### src/rtl/csa_stream_accumulator.sv
// csa_stream_accumulator: carry-save packet accumulator (in_valid/in_ready/in_last/in_mask/num1-3 in; out_valid/out_ready/result/beat_count/overflow out)
module csa_stream_accumulator #(
  parameter int N = 8,
  parameter int MAX_BEATS = 16,
  localparam int W = N + 2 + $clog2(MAX_BEATS),
  localparam int CW = $clog2(MAX_BEATS + 1) + 1
) (
  input  logic          clk,
  input  logic          rst_n,
  input  logic          in_valid,
  output logic          in_ready,
  input  logic          in_last,
  input  logic [2:0]    in_mask,
  input  logic [N-1:0]  num1,
  input  logic [N-1:0]  num2,
  input  logic [N-1:0]  num3,
  output logic          out_valid,
  input  logic          out_ready,
  output logic [W-1:0]  result,
  output logic [CW-1:0] beat_count,
  output logic          overflow
);
  typedef enum logic [1:0] {ACCUM, RESOLVE, DONE} state_t;
  state_t state_q, state_d;
  logic [W-1:0] s_q, s_d, c_q, c_d, res_q, res_d;
  logic [CW-1:0] cnt_q, cnt_d, bc_q, bc_d, cnt_inc;
  logic ovf_q, ovf_d, ovo_q, ovo_d, accept;
  logic [W-1:0] a1, a2, a3, s1, c1, s2, c2, s3, c3;
  always_comb begin
    accept = in_valid && state_q == ACCUM;
    a1 = in_mask[0] ? W'(num1) : '0;
    a2 = in_mask[1] ? W'(num2) : '0;
    a3 = in_mask[2] ? W'(num3) : '0;
    s1 = s_q ^ c_q ^ a1;
    c1 = ((s_q & c_q) | (s_q & a1) | (c_q & a1)) << 1;
    s2 = s1 ^ c1 ^ a2;
    c2 = ((s1 & c1) | (s1 & a2) | (c1 & a2)) << 1;
    s3 = s2 ^ c2 ^ a3;
    c3 = ((s2 & c2) | (s2 & a3) | (c2 & a3)) << 1;
    cnt_inc = cnt_q + CW'(cnt_q != '1);
    state_d = state_q;
    s_d = s_q;
    c_d = c_q;
    cnt_d = cnt_q;
    ovf_d = ovf_q;
    res_d = res_q;
    bc_d = bc_q;
    ovo_d = ovo_q;
    if (accept) begin
      s_d = s3;
      c_d = c3;
      cnt_d = cnt_inc;
      ovf_d = ovf_q | (cnt_inc > CW'(MAX_BEATS));
      state_d = in_last ? RESOLVE : ACCUM;
    end
    if (state_q == RESOLVE) begin
      res_d = s_q + c_q;
      bc_d = cnt_q;
      ovo_d = ovf_q;
      state_d = DONE;
    end
    if (state_q == DONE && out_ready) begin
      state_d = ACCUM;
      s_d = '0;
      c_d = '0;
      cnt_d = '0;
      ovf_d = 1'b0;
    end
  end
  always_ff @(posedge clk) begin
    if (!rst_n) begin
      state_q <= ACCUM;
      s_q <= '0;
      c_q <= '0;
      cnt_q <= '0;
      ovf_q <= 1'b0;
      res_q <= '0;
      bc_q <= '0;
      ovo_q <= 1'b0;
    end else begin
      state_q <= state_d;
      s_q <= s_d;
      c_q <= c_d;
      cnt_q <= cnt_d;
      ovf_q <= ovf_d;
      res_q <= res_d;
      bc_q <= bc_d;
      ovo_q <= ovo_d;
    end
  end
  assign in_ready = state_q == ACCUM;
  assign out_valid = state_q == DONE;
  assign result = res_q;
  assign beat_count = bc_q;
  assign overflow = ovo_q;
endmodule

### config.mk
export PLATFORM = sky130hd
export DESIGN_NAME = csa_stream_accumulator
export DESIGN_NICKNAME = d
export VERILOG_FILES = /design/src/rtl/csa_stream_accumulator.sv
export SDC_FILE = /design/constraint.sdc
export NUM_CORES = 1
export LEC_CHECK = 0
export CAP_MARGIN = 20
export CELL_PAD_IN_SITES_DETAIL_PLACEMENT = 1
export CELL_PAD_IN_SITES_GLOBAL_PLACEMENT = 1
export CORE_MARGIN = 3
export CORE_UTILIZATION = 28
export DETAILED_ROUTE_END_ITERATION = 16
export GPL_ROUTABILITY_DRIVEN = 0
export PLACE_DENSITY = 0.63
export SLEW_MARGIN = 10
export SYNTH_ARGS = -nofsm -noshare
export SYNTH_HDL_FRONTEND = slang
export SYNTH_SLANG_ARGS = --single-unit
### constraint.sdc
create_clock -name clk -period 5.5 [get_ports clk]
set_input_delay 1.1 -clock clk [delete_from_list [all_inputs] [get_ports clk]]
set_output_delay 1.1 -clock clk [all_outputs]
set_load 0.05 [all_outputs]
==> results.env, run 1 <==
POST_SYNTH_INSTANCE_AREA_SQ_UM=3590
SYNTHARSTFLOPSHARE_PCT=0
FINAL_CELL_AREA_SQ_UM=4570
SYNTH_FP_NETS=498
WORST_HOLD_PATH_TYPE='reg2reg'
POSTLAYOUTCOREUTIL_PCT=37.3
CRITICAL_PATH.MAX_STAGE_DELAY_PS=640
DESIGN.PORTCOUNT=55
ROUTE.DETAILED.VIAS_PER_INST=4.71
CRITPATHMAXFANOUT=8
NETLIST_TOP_CELLS_AREA='sky130_fd_sc_hd__dfxtp_1 32%, sky130_fd_sc_hd__fa_1 14%, sky130_fd_sc_hd__ha_1 9.4%'
CRITPATHLAUNCHTYPE='input port'
SYNTH.YOSYS.WARNINGS=0
CTSLONGESTPATHBUFFERS=2
GRT_START_MAX_NET_PINS=36
YS.FLOP_TYPE='sky130_fd_sc_hd__dfxtp_1'
POWER_REPORT.INTERNAL_TOTAL_mW=0.917
LEAKAGEPOWER_nW=1.86
GRT_USE_TOTAL_PCT=13.9
SLEW-LIMIT-HEADROOM_PCT=41.6
SEQUENTIALPOWERSHARE_PCT=36.0
YS_FF_LATCH=57
POST-SYNTH-TOP-AREA-FRACTION_PCT=31.8
CTS_BUFFER_COUNT=9
SWITCHING_SHARE_PCT=28.4
MAX_CLOCK_FREQ_GHz=0.288
SETUP.WORST_PATH.END_CLASS='flip-flop'
SYN-MEAN-INSTANCE-AREA_SQ_UM=8.69
GRT_PASS1_VIAS=3289
FINAL-SEQ-AREA_SQ_UM=1140
DIE_SPAN_X_MICRONS=119
NETSWITCHINGPOWER_mW=0.363
CTS.ROOT.BUFFER_CELL='sky130_fd_sc_hd__clkbuf_16'
GRT_SETUP_UNREPAIRED='false'
DRT_ITER0_MARKERS=103
FINALCRITICALPERIOD_PS=3470
FIN_CRIT_SH_PCT=63.1
POST_ROUTE_CELLS_DRIVE_ABOVE_1_SHARE_PCT=4.91
DIE_AREA_SQ_UM=14200
CTSHTREEMAXLEVEL=3
CRIT_TOP_CELL='sky130_fd_sc_hd__fa_1'
SYNTHESIS.INSTANCES=413
CHIPHEIGHT_MICRONS=119
CLKSINKCOUNT=57
SYNTH_TOP_CELLS_BY_COUNT='89 x sky130_fd_sc_hd__nand2_1, 57 x sky130_fd_sc_hd__dfxtp_1, 37 x sky130_fd_sc_hd__a21oi_1'
EDFF_COUNT_SYNTH=0
P_PER_AREA_nW_PER_UM2=280
FINALHOLDVIOLCOUNT=0
DATA_REQUIRED_TIME_OF_THE_CRITICAL_PATH_PS=5730
YOSYS.AREA.TOP_TYPE='sky130_fd_sc_hd__dfxtp_1'
CRIT_CHAIN='clkdlybuf4s50_1, nand2_1, fa_1, inv_1, fa_1, fa_1, nand2_1, a21oi_1'
FP.COREAREA_SQ_UM=12300
FILLCELLCOUNT=1405
TIMING_WORST_SETUP_PATH_TYPE='in2reg'
DRTPASS1ITERATIONS=4
GLOBALROUTEOVERFLOWTOTAL=0
SEQUENTIAL_ELEMENT_SHARE_OF_THE_SYNTHESIZED_AREA_PCT=31.8
PLACE.PORT_BUFFERS=54
SYN2LAYOUT_AREA_GROWTH_PCT=27.3
ROUTE.DETAILED.WL_PER_INST_MICRONS=14.2
GRT_FIRST_PASS_WIRELENGTH_MM=16.0
ROW_COUNT=40
CTS_HOLD_BUF=0
IR_WORST_VDD_uV=133
VIAS=2995
SYNTH_MOST_COMMON_CELL='sky130_fd_sc_hd__nand2_1'
ROUTE.ANTENNA.REMAINING_NETS=0
CLKPWRFRAC_PCT=42.4
DPL.HPWL_MM=6.78
FINALSETUPTNS_PS=0
HOLD_WS_PS=455
CTS_SETUP_BUFFERS=0
N_ANTENNA_CELL=0
WL_MM=9.05
PLACE_AREA_SQ_UM=4280
COMBPWRFRAC_PCT=21.6
TRITONCTS='yes'
CTS_RESIZED=0
TIMING.CLOCK.SKEW_PS=7.27
CLK-INSERTION-DELAY-LATE_PS=320
OUTCOME='finished, final reports clean'
FIN_NETS=548
ANTENNA_VIOLATIONS_BEFORE_REPAIR=0
TIMING.CRITICAL_PATH.SLOWEST_STAGE_CELL='sky130_fd_sc_hd__clkdlybuf4s50_1'
FINAL_MAX_SLEW_VIOL_COUNT=0
CRITPATHARRIVALTIME_PS=3700
YS_TYPES=47
MULTI_INPUT_COMB_AREA_SQ_UM=2250
FINAL_SETUP_VIO_COUNT=0
TIGHTEST_SLEW_PS=876
CAP_VIOLATIONS=0
REMAINING_DRC_ERRORS=0
CLK_PIN_SLEW_WORST_PATHS_PS=50
START_UTIL_PCT=29.3
-- kinds of logic after synthesis --
| group | share of synthesized area [%] |
|---|---|
| simple gates | 19.9 |
| compound gates | 15.1 |
| flops | 31.8 |
| fa+ha+maj | 23.9 |
| buf+inv | 5.51 |
| xor+xnor | 2.93 |
| mux | 0.837 |
-- per-layer routing --
layer	routed length [microns]	track usage, %	up-vias
li1	-	-	1483
met1	4260	17.7	1468
met2	4450	23.1	34
met3	217	2.71	10
met4	122	5.36	0
met5	0	0	-
-- power groups by stage --
stage	combinational, mW	clock, mW	sequential, mW
floorplan	0.186	0	0.474
global placement	0.265	0	0.469
CTS	0.284	0.559	0.461
finish	0.277	0.543	0.461
global route	0.322	0.578	0.465
detailed placement	0.283	0	0.469
-- registers in the layout, summed over array words and instances, names as in the netlist --
name        cells
state_q         2
result         14
ovf_q           1
cnt_q           6
beat_count      6
overflow        1
c_q            13
s_q            14
-- worst paths after layout --
kind / cells after the start / to / slack (ps) / start
worst min register to register: 2 / beat_count[1]$_SDFFE_PN0P_ / 450 / beat_count[1]$_SDFFE_PN0P_
worst max register to register: 9 / ovf_q$_SDFFE_PP0P_ / 3070 / cnt_q[2]$_SDFFE_PP0P_
worst max-delay path: 8 / s_q[7]$_SDFFE_PP0P_ / 2030 / in_mask[0]
worst min-delay path: 2 / beat_count[1]$_SDFFE_PN0P_ / 450 / beat_count[1]$_SDFFE_PN0P_
-- worst max-delay path, delay by kind of cell --
| kind | cells | cell delay (ps) |
|---|---|---|
| fa+ha+maj | 3 | 1570 |
| compound gates | 1 | 140 |
| buf+inv | 2 | 700 |
| simple gates | 2 | 200 |
-- area by class of cell --
cell class | count | area share [%]
Clock inverter | 3 | 0.876
Inverter | 28 | 2.30
Multi-Input combinational cell | 309 | 49.3
Timing Repair Buffer | 58 | 12.5
Sequential cell | 57 | 25.0
Clock buffer | 13 | 5.48
Tap cell | 168 | 4.60
-- stage by stage --
step	power [mW]	setup WS, ps	std cells
2_1_floorplan	0.660	2540	413
4_1_cts	1.30	2020	636
3_3_place_gp	0.734	1790	620
5_1_grt	1.36	1930	636
6_report	1.28	2030	636
3_5_place_dp	0.752	1680	620
-- placed cells by master (no fill, tap or decap), drive strengths merged, types with 5 or more instances in the layout --
cell and n:
nand2 90, dfxtp 57, clkdlybuf4s50 54, a21oi 37, inv 28, ha 27
fa 26, and2 22, nand3 14, clkbuf 13, o21ai 12, a21boi 12
nor2 10, xor2 8, a211oi 5
Power figures use the tool's default switching activity.
==> inputs of run 2 (changes only) <==
PLACE_DENSITY = 0.65   (was 0.63)
clock period = 2.8 ns   (was 5.5 ns; I/O delays follow)
==> run 2 against run 1 <==
Power is 110% higher. First-iteration DRC count is 2.9% higher. Clock power is 120% higher. Critical path depth stayed put. Wire length is 4.1% higher. Clock skew is 0.91 ps lower. Non-clock buffer count is 3 higher. Register-to-register slack worse by 2700 ps. Combinational power is 100% higher. Die area stayed put. Sequential cell count stayed put.
==> results.env, run 2 (synthesis gave the netlist of run 1 again) <==
OUTCOME='finished, final reports clean'
CRITICAL_PATH.MAX_STAGE_DELAY_PS=550  # -90 ps
CTSHTREEMAXLEVEL=3  # unchanged
CTSLONGESTPATHBUFFERS=2  # unchanged
CRITPATHMAXFANOUT=1  # -7
IR_WORST_VDD_uV=253  # +90%
DESIGN.PORTCOUNT=55  # unchanged
WORSTREG2REGEND='ovf_q$_SDFFE_PP0P_'
REMAINING_DRC_ERRORS=0  # unchanged
TIMING_WORST_SETUP_PATH_TYPE='in2reg'
CAP_VIOLATIONS=0  # unchanged
CTS.ROOT.BUFFER_CELL='sky130_fd_sc_hd__clkbuf_16'
GRT_SETUP_UNREPAIRED='false'
DRT_ITER0_MARKERS=106  # +2.9%
LAYOUT.CELLS.MOST_COMMON_LIST='89 x sky130_fd_sc_hd__nand2_1, 57 x sky130_fd_sc_hd__dfxtp_1, 53 x sky130_fd_sc_hd__clkdlybuf4s50_1'
P_PER_AREA_nW_PER_UM2=575  # +110%
ROUTE.ANTENNA.REMAINING_NETS=0  # unchanged
CLK_PIN_SLEW_WORST_PATHS_PS=60  # about the same
CTS_HOLD_BUF=0  # unchanged
FP.COREAREA_SQ_UM=12300  # unchanged
CRIT_CHAIN='clkdlybuf4s50_1, nand2_1, fa_1, inv_1, fa_1, inv_1, fa_1, a211oi_2'
FINALCRITICALPERIOD_PS=2630
CRIT_TOP_CELL='sky130_fd_sc_hd__fa_1'
LEAKAGEPOWER_nW=1.90  # +1.9%
FINAL_CELL_AREA_SQ_UM=4630  # +1.5%
HOLD_DEPTH=2  # unchanged
FILLCELLCOUNT=1472  # +4.8%
FINALHOLDVIOLCOUNT=0  # unchanged
WL_MM=9.42  # +4.1%
DATA_REQUIRED_TIME_OF_THE_CRITICAL_PATH_PS=2990  # -2740 ps
VIAS=3021  # +0.87%
LAYOUT_COMMONEST_CELL='sky130_fd_sc_hd__nand2_1'
WORST_SETUP_PATH_STARTPOINT='num1[1]'
WORST_HOLD_PATH_TYPE='reg2reg'
FINALSETUPTNS_PS=0  # unchanged
GRT_START_MAX_NET_PINS=28  # -22%
TIMING.FINAL.WS_SETUP_PS=167  # -1860 ps
CLKSINKCOUNT=57  # unchanged
PLACE.PORT_BUFFERS=54  # unchanged
GRT_PASS1_VIAS=3375  # +2.6%
CRITICAL_PATH.N_BUFFERS_INVERTERS=3  # +1
SLEW-LIMIT-HEADROOM_PCT=36.9  # -4.7 points
CTS_RESIZED=1  # +1
START_UTIL_PCT=29.3  # unchanged
R2R.WORST_PATH.CELLS=9  # unchanged
DPL.HPWL_MM=7.22  # +6.4%
DIE_SPAN_X_MICRONS=119  # unchanged
FIN_NETS=551  # +0.55%
HOLD_EP='beat_count[1]$_SDFFE_PN0P_'
TIMING.CRITICAL_PATH.SLOWEST_STAGE_CELL='sky130_fd_sc_hd__fa_1'
GLOBALROUTEOVERFLOWTOTAL=0  # unchanged
FIN_CRIT_SH_PCT=94.0
RRSETUPSLACK_PS=370  # -2700 ps
CRITPATHARRIVALTIME_PS=2830  # -870 ps
CTS_BUFFER_COUNT=9  # unchanged
GRT_FIRST_PASS_WIRELENGTH_MM=16.5  # +3.1%
ROW_COUNT=40  # unchanged
POST_ROUTE_CELLS_DRIVE_ABOVE_1_SHARE_PCT=6.37  # +1.5 points
ROUTE.DETAILED.WL_PER_INST_MICRONS=14.7  # +3.6%
TIMING.CLOCK.SKEW_PS=6.36  # -0.910 ps
DRTPASS1ITERATIONS=4  # unchanged
CRITPATHLAUNCHTYPE='input port'
REG2REG_FROM='cnt_q[2]$_SDFFE_PP0P_'
FINAL_MAX_SLEW_VIOL_COUNT=0  # unchanged
DIE_AREA_SQ_UM=14200  # unchanged
ANTENNA_VIOLATIONS_BEFORE_REPAIR=0  # unchanged
WORSTHOLDSTART='beat_count[1]$_SDFFE_PN0P_'
CLK-INSERTION-DELAY-LATE_PS=330  # about the same
GRT_USE_TOTAL_PCT=14.4  # +0.53 points
FINAL_SETUP_VIO_COUNT=0  # unchanged
ROUTE.DETAILED.VIAS_PER_INST=4.73  # +0.39%
MAX_CLOCK_FREQ_GHz=0.380
SETUP.WORST_PATH.END_CLASS='flip-flop'
TIGHTEST_SLEW_PS=946  # +70.0 ps
CRITICAL_PATH.TOP_DELAY_FAMILY='adder cells'
CTS_SETUP_BUFFERS=0  # unchanged
CHIPHEIGHT_MICRONS=119  # unchanged
N_ANTENNA_CELL=0  # unchanged
PLACE_AREA_SQ_UM=4300  # +0.53%
TRITONCTS='yes'
PRE_CTS_SLACK_PS=-418  # -2100 ps
SYN2LAYOUT_AREA_GROWTH_PCT=29.1
-- run 2: changes by cell type in the layout (fill, tap and decap cells not counted) --
cell,before,now
sky130_fd_sc_hd__a211oi_1,4,3
sky130_fd_sc_hd__a211oi_2,1,2
sky130_fd_sc_hd__buf_4,4,7
sky130_fd_sc_hd__bufinv_16,1,2
sky130_fd_sc_hd__clkbuf_1,3,0
sky130_fd_sc_hd__clkbuf_8,1,2
sky130_fd_sc_hd__clkdlybuf4s50_1,54,53
sky130_fd_sc_hd__clkinvlp_4,0,1
sky130_fd_sc_hd__dlygate4sd2_1,0,1
-- run 2: final cells by class --
cell class                      count  area, sq um  share of cell area (%)
Clock buffer                       11          253                    5.45
Inverter                           28          105                    2.27
Clock inverter                      5         77.6                    1.67
Sequential cell                    57         1140                    24.6
Multi-Input combinational cell    309         2260                    48.7
Tap cell                          168          210                    4.54
Timing Repair Buffer               61          592                    12.8
-- run 2: routing by layer --
layer / part of all wire [%] / vias up / global-route usage (%)
li1: - / 1482 / -
met1: 44 / 1485 / 17.5
met2: 51 / 40 / 25.1
met3: 2.9 / 14 / 2.56
met4: 2.1 / 0 / 6.01
met5: 0 / - / 0
-- run 2: how the worst max path moves through the flow --
stage                               end  slack, ps  cells past startpoint
floorplan           s_q[3]$_SDFFE_PP0P_        380                      6
global placement    s_q[1]$_SDFFE_PP0P_       -360                      8
detailed placement  s_q[1]$_SDFFE_PP0P_       -420                      8
CTS                 s_q[1]$_SDFFE_PP0P_        150                      8
global route        s_q[1]$_SDFFE_PP0P_         30                      8
finish              s_q[1]$_SDFFE_PP0P_        170                      8
-- run 2: where the power goes --
part	total, mW	internal (mW)	switching, mW
clock network	1.21	0.823	0.382
logic	0.555	0.240	0.314
registers	0.906	0.857	0.0485
-- run 2: worst min-delay path: stages (launching register included) --
cell and delay [ps]:
sky130_fd_sc_hd__dfxtp_1 310, sky130_fd_sc_hd__nand2_1 50, sky130_fd_sc_hd__a21boi_1 50
-- run 2: stage by stage --
step | utilization (%) | std cells | hold WS (ps) | total power, mW
final | 37.8 | 639 | 457 | 2.67
after floorplan | - | 413 | 440 | 1.30
after CTS | 37.8 | 639 | 460 | 2.70
after global routing | 37.8 | 639 | 476 | 2.83
after detailed placement | 35.1 | 623 | 453 | 1.48
after global placement | 35.1 | 623 | 448 | 1.45
==> inputs of run 3 (changes only) <==
CELL_PAD_IN_SITES_DETAIL_PLACEMENT = default   (was 1)
CELL_PAD_IN_SITES_GLOBAL_PLACEMENT = default   (was 1)
MAX_ROUTING_LAYER = met4   (was default)
PLACE_DENSITY = 0.53   (was 0.65)
==> run 3 against run 2 <==
Clock skew fell by 0.91 ps. Die area stayed put. Clock power hardly changed. Setup slack got worse by 4.1 ps. Power down 1.1%. Sequential share of layout area increased by 0.11 points. Combinational power decreased by 5.4%.
==> results.env, run 3 (synthesis gave the netlist of run 1 again) <==
OUTCOME='finished, final reports clean'
ROUTE.DETAILED.VIAS_PER_INST=4.53  # -4.1%
WL_MM=8.25  # -12%
FINAL_CELL_COUNT_NO_FILL=637  # -0.31%
CRITPATHARRIVALTIME_PS=2880  # +50 ps
DIE_SPAN_X_MICRONS=119  # unchanged
TRITONCTS='yes'
LAYOUT.CELLS.MOST_COMMON_LIST='89 x sky130_fd_sc_hd__nand2_1, 57 x sky130_fd_sc_hd__dfxtp_1, 53 x sky130_fd_sc_hd__clkdlybuf4s50_1'
CLK_PIN_SLEW_WORST_PATHS_PS=50  # about the same
WORSTREG2REGEND='ovf_q$_SDFFE_PP0P_'
FINALHOLDVIOLCOUNT=0  # unchanged
GRT_FIRST_PASS_WIRELENGTH_MM=14.6  # -12%
MAX_CLOCK_FREQ_GHz=0.379  # -0.15%
CHIPHEIGHT_MICRONS=119  # unchanged
REMAINING_DRC_ERRORS=0  # unchanged
GLOBALROUTEOVERFLOWTOTAL=0  # unchanged
FINAL_CELL_AREA_SQ_UM=4610  # -0.43%
CTSLONGESTPATHBUFFERS=2  # unchanged
LAYOUT_COMMONEST_CELL='sky130_fd_sc_hd__nand2_1'
ANTENNA_VIOLATIONS_BEFORE_REPAIR=0  # unchanged
CRITPATHLAUNCHTYPE='input port'
GRT_START_MAX_NET_PINS=36  # +29%
CLK-INSERTION-DELAY-LATE_PS=330  # about the same
N_ANTENNA_CELL=0  # unchanged
RRSETUPSLACK_PS=380  # about the same
CRITICAL_PATH.ENDPOINT='s_q[1]$_SDFFE_PP0P_'
FINALCRITICALPERIOD_PS=2640  # +4.09 ps
R2R.WORST_PATH.CELLS=9  # unchanged
POST-PLACE-CELLS=621  # -0.32%
IR_WORST_VDD_uV=367  # +45%
SETUP.WORST_PATH.END_CLASS='flip-flop'
CTS_BUFFER_COUNT=9  # unchanged
DATA_REQUIRED_TIME_OF_THE_CRITICAL_PATH_PS=3040  # +50 ps
P_PER_AREA_nW_PER_UM2=571  # -0.66%
CLKSINKCOUNT=57  # unchanged
REG2REG_FROM='cnt_q[2]$_SDFFE_PP0P_'
CTSHTREEMAXLEVEL=3  # unchanged
FP.COREAREA_SQ_UM=12300  # unchanged
START_UTIL_PCT=29.3  # unchanged
GRT_PASS1_VIAS=3049  # -9.7%
WORST_HOLD_PATH_TYPE='reg2reg'
LEAKAGEPOWER_nW=1.89  # -0.56%
SYN2LAYOUT_AREA_GROWTH_PCT=28.5
FINAL_SETUP_VIO_COUNT=0  # unchanged
TIMING_WORST_SETUP_PATH_TYPE='in2reg'
CTS.ROOT.BUFFER_CELL='sky130_fd_sc_hd__clkbuf_16'
GRT_USE_TOTAL_PCT=12.9  # -1.6 points
DRTPASS1ITERATIONS=4  # unchanged
FIN_NETS=549  # -0.36%
DIE_AREA_SQ_UM=14200  # unchanged
CAP_VIOLATIONS=0  # unchanged
FIN_CRIT_SH_PCT=94.2  # +0.15 points
POST_ROUTE_CELLS_DRIVE_ABOVE_1_SHARE_PCT=5.76  # -0.61 points
ROUTE.ANTENNA.REMAINING_NETS=0  # unchanged
DPL.HPWL_MM=6.16  # -15%
PLACE.PORT_BUFFERS=54  # unchanged
ROUTE.DETAILED.WL_PER_INST_MICRONS=13.0  # -12%
GRT_SETUP_UNREPAIRED='false'
SLEW-LIMIT-HEADROOM_PCT=42.8  # +5.8 points
VIAS=2888  # -4.4%
DRT_ITER0_MARKERS=112  # +5.7%
CRITPATHMAXFANOUT=1  # unchanged
WORST_SETUP_PATH_STARTPOINT='num1[1]'
TIMING.CLOCK.SKEW_PS=5.45  # -0.914 ps
PLACE_AREA_SQ_UM=4290  # -0.35%
ROW_COUNT=40  # unchanged
DESIGN.PORTCOUNT=55  # unchanged
FINAL_MAX_SLEW_VIOL_COUNT=0  # unchanged
CTS_HOLD_BUF=0  # unchanged
TIGHTEST_SLEW_PS=859  # -87.7 ps
[run 3: worst min-delay path by stage]
stage                                          start                    endpoint  slack, ps  depth (start not counted)
after global placement           s_q[8]$_SDFFE_PP0P_         s_q[8]$_SDFFE_PP0P_        450                          2
after CTS                 beat_count[3]$_SDFFE_PN0P_  beat_count[3]$_SDFFE_PN0P_        460                          2
after floorplan                  c_q[8]$_SDFFE_PP0P_         c_q[8]$_SDFFE_PP0P_        440                          2
after detailed placement  beat_count[3]$_SDFFE_PN0P_  beat_count[3]$_SDFFE_PN0P_        450                          2
after global routing      beat_count[5]$_SDFFE_PN0P_  beat_count[5]$_SDFFE_PN0P_        480                          2
final                     beat_count[3]$_SDFFE_PN0P_  beat_count[3]$_SDFFE_PN0P_        460                          2
[run 3: area by class of cell]
class / count / area [sq um]
clock buffers: 11 / 253
clock inverters: 5 / 77.6
fillers: 1270 / 7650
inverters: 28 / 105
multi-input cells: 309 / 2250
flip-flops and latches: 57 / 1140
well taps: 168 / 210
repair buffers: 59 / 577
[run 3: critical path, stage by stage]
cell	delay [ps]
sky130_fd_sc_hd__clkdlybuf4s50_1	460
sky130_fd_sc_hd__nand2_1	70
sky130_fd_sc_hd__fa_1	500
sky130_fd_sc_hd__inv_1	50
sky130_fd_sc_hd__fa_1	520
sky130_fd_sc_hd__inv_1	50
sky130_fd_sc_hd__fa_1	470
sky130_fd_sc_hd__a211oi_1	190
[run 3: metrics by stage]
| step | total power [mW] | setup slack (ps) | hold WS (ps) | util [%] | TNS, ps |
|---|---|---|---|---|---|
| after CTS | 2.67 | 154 | 457 | 37.6 | 0 |
| after global placement | 1.44 | -361 | 449 | 34.9 | -4080 |
| after detailed placement | 1.45 | -430 | 450 | 34.9 | -4530 |
| after floorplan | 1.30 | 381 | 440 | - | 0 |
| after global routing | 2.80 | 93.1 | 479 | 37.6 | 0 |
| final | 2.64 | 163 | 456 | 37.6 | 0 |
[run 3: repair_timing]
item,CTS,global route
setup endpoints to repair,8,0
gates resized for setup,1,0
setup buffers,0,0
[run 3: report_power, final]
group,internal (mW),switching [mW],leakage (nW),total (mW)
Combinational,0.230,0.296,1.26,0.525
Sequential,0.857,0.0463,0.462,0.903
Clock,0.823,0.385,0.162,1.21
Total,1.91,0.727,1.89,2.64
[run 3: per-layer routing]
layer	GRT usage (%)	part of all wire [%]
met1	16.3	48
met2	20.9	48
met3	1.99	2.5
met4	4.56	1.6
met5	-	0
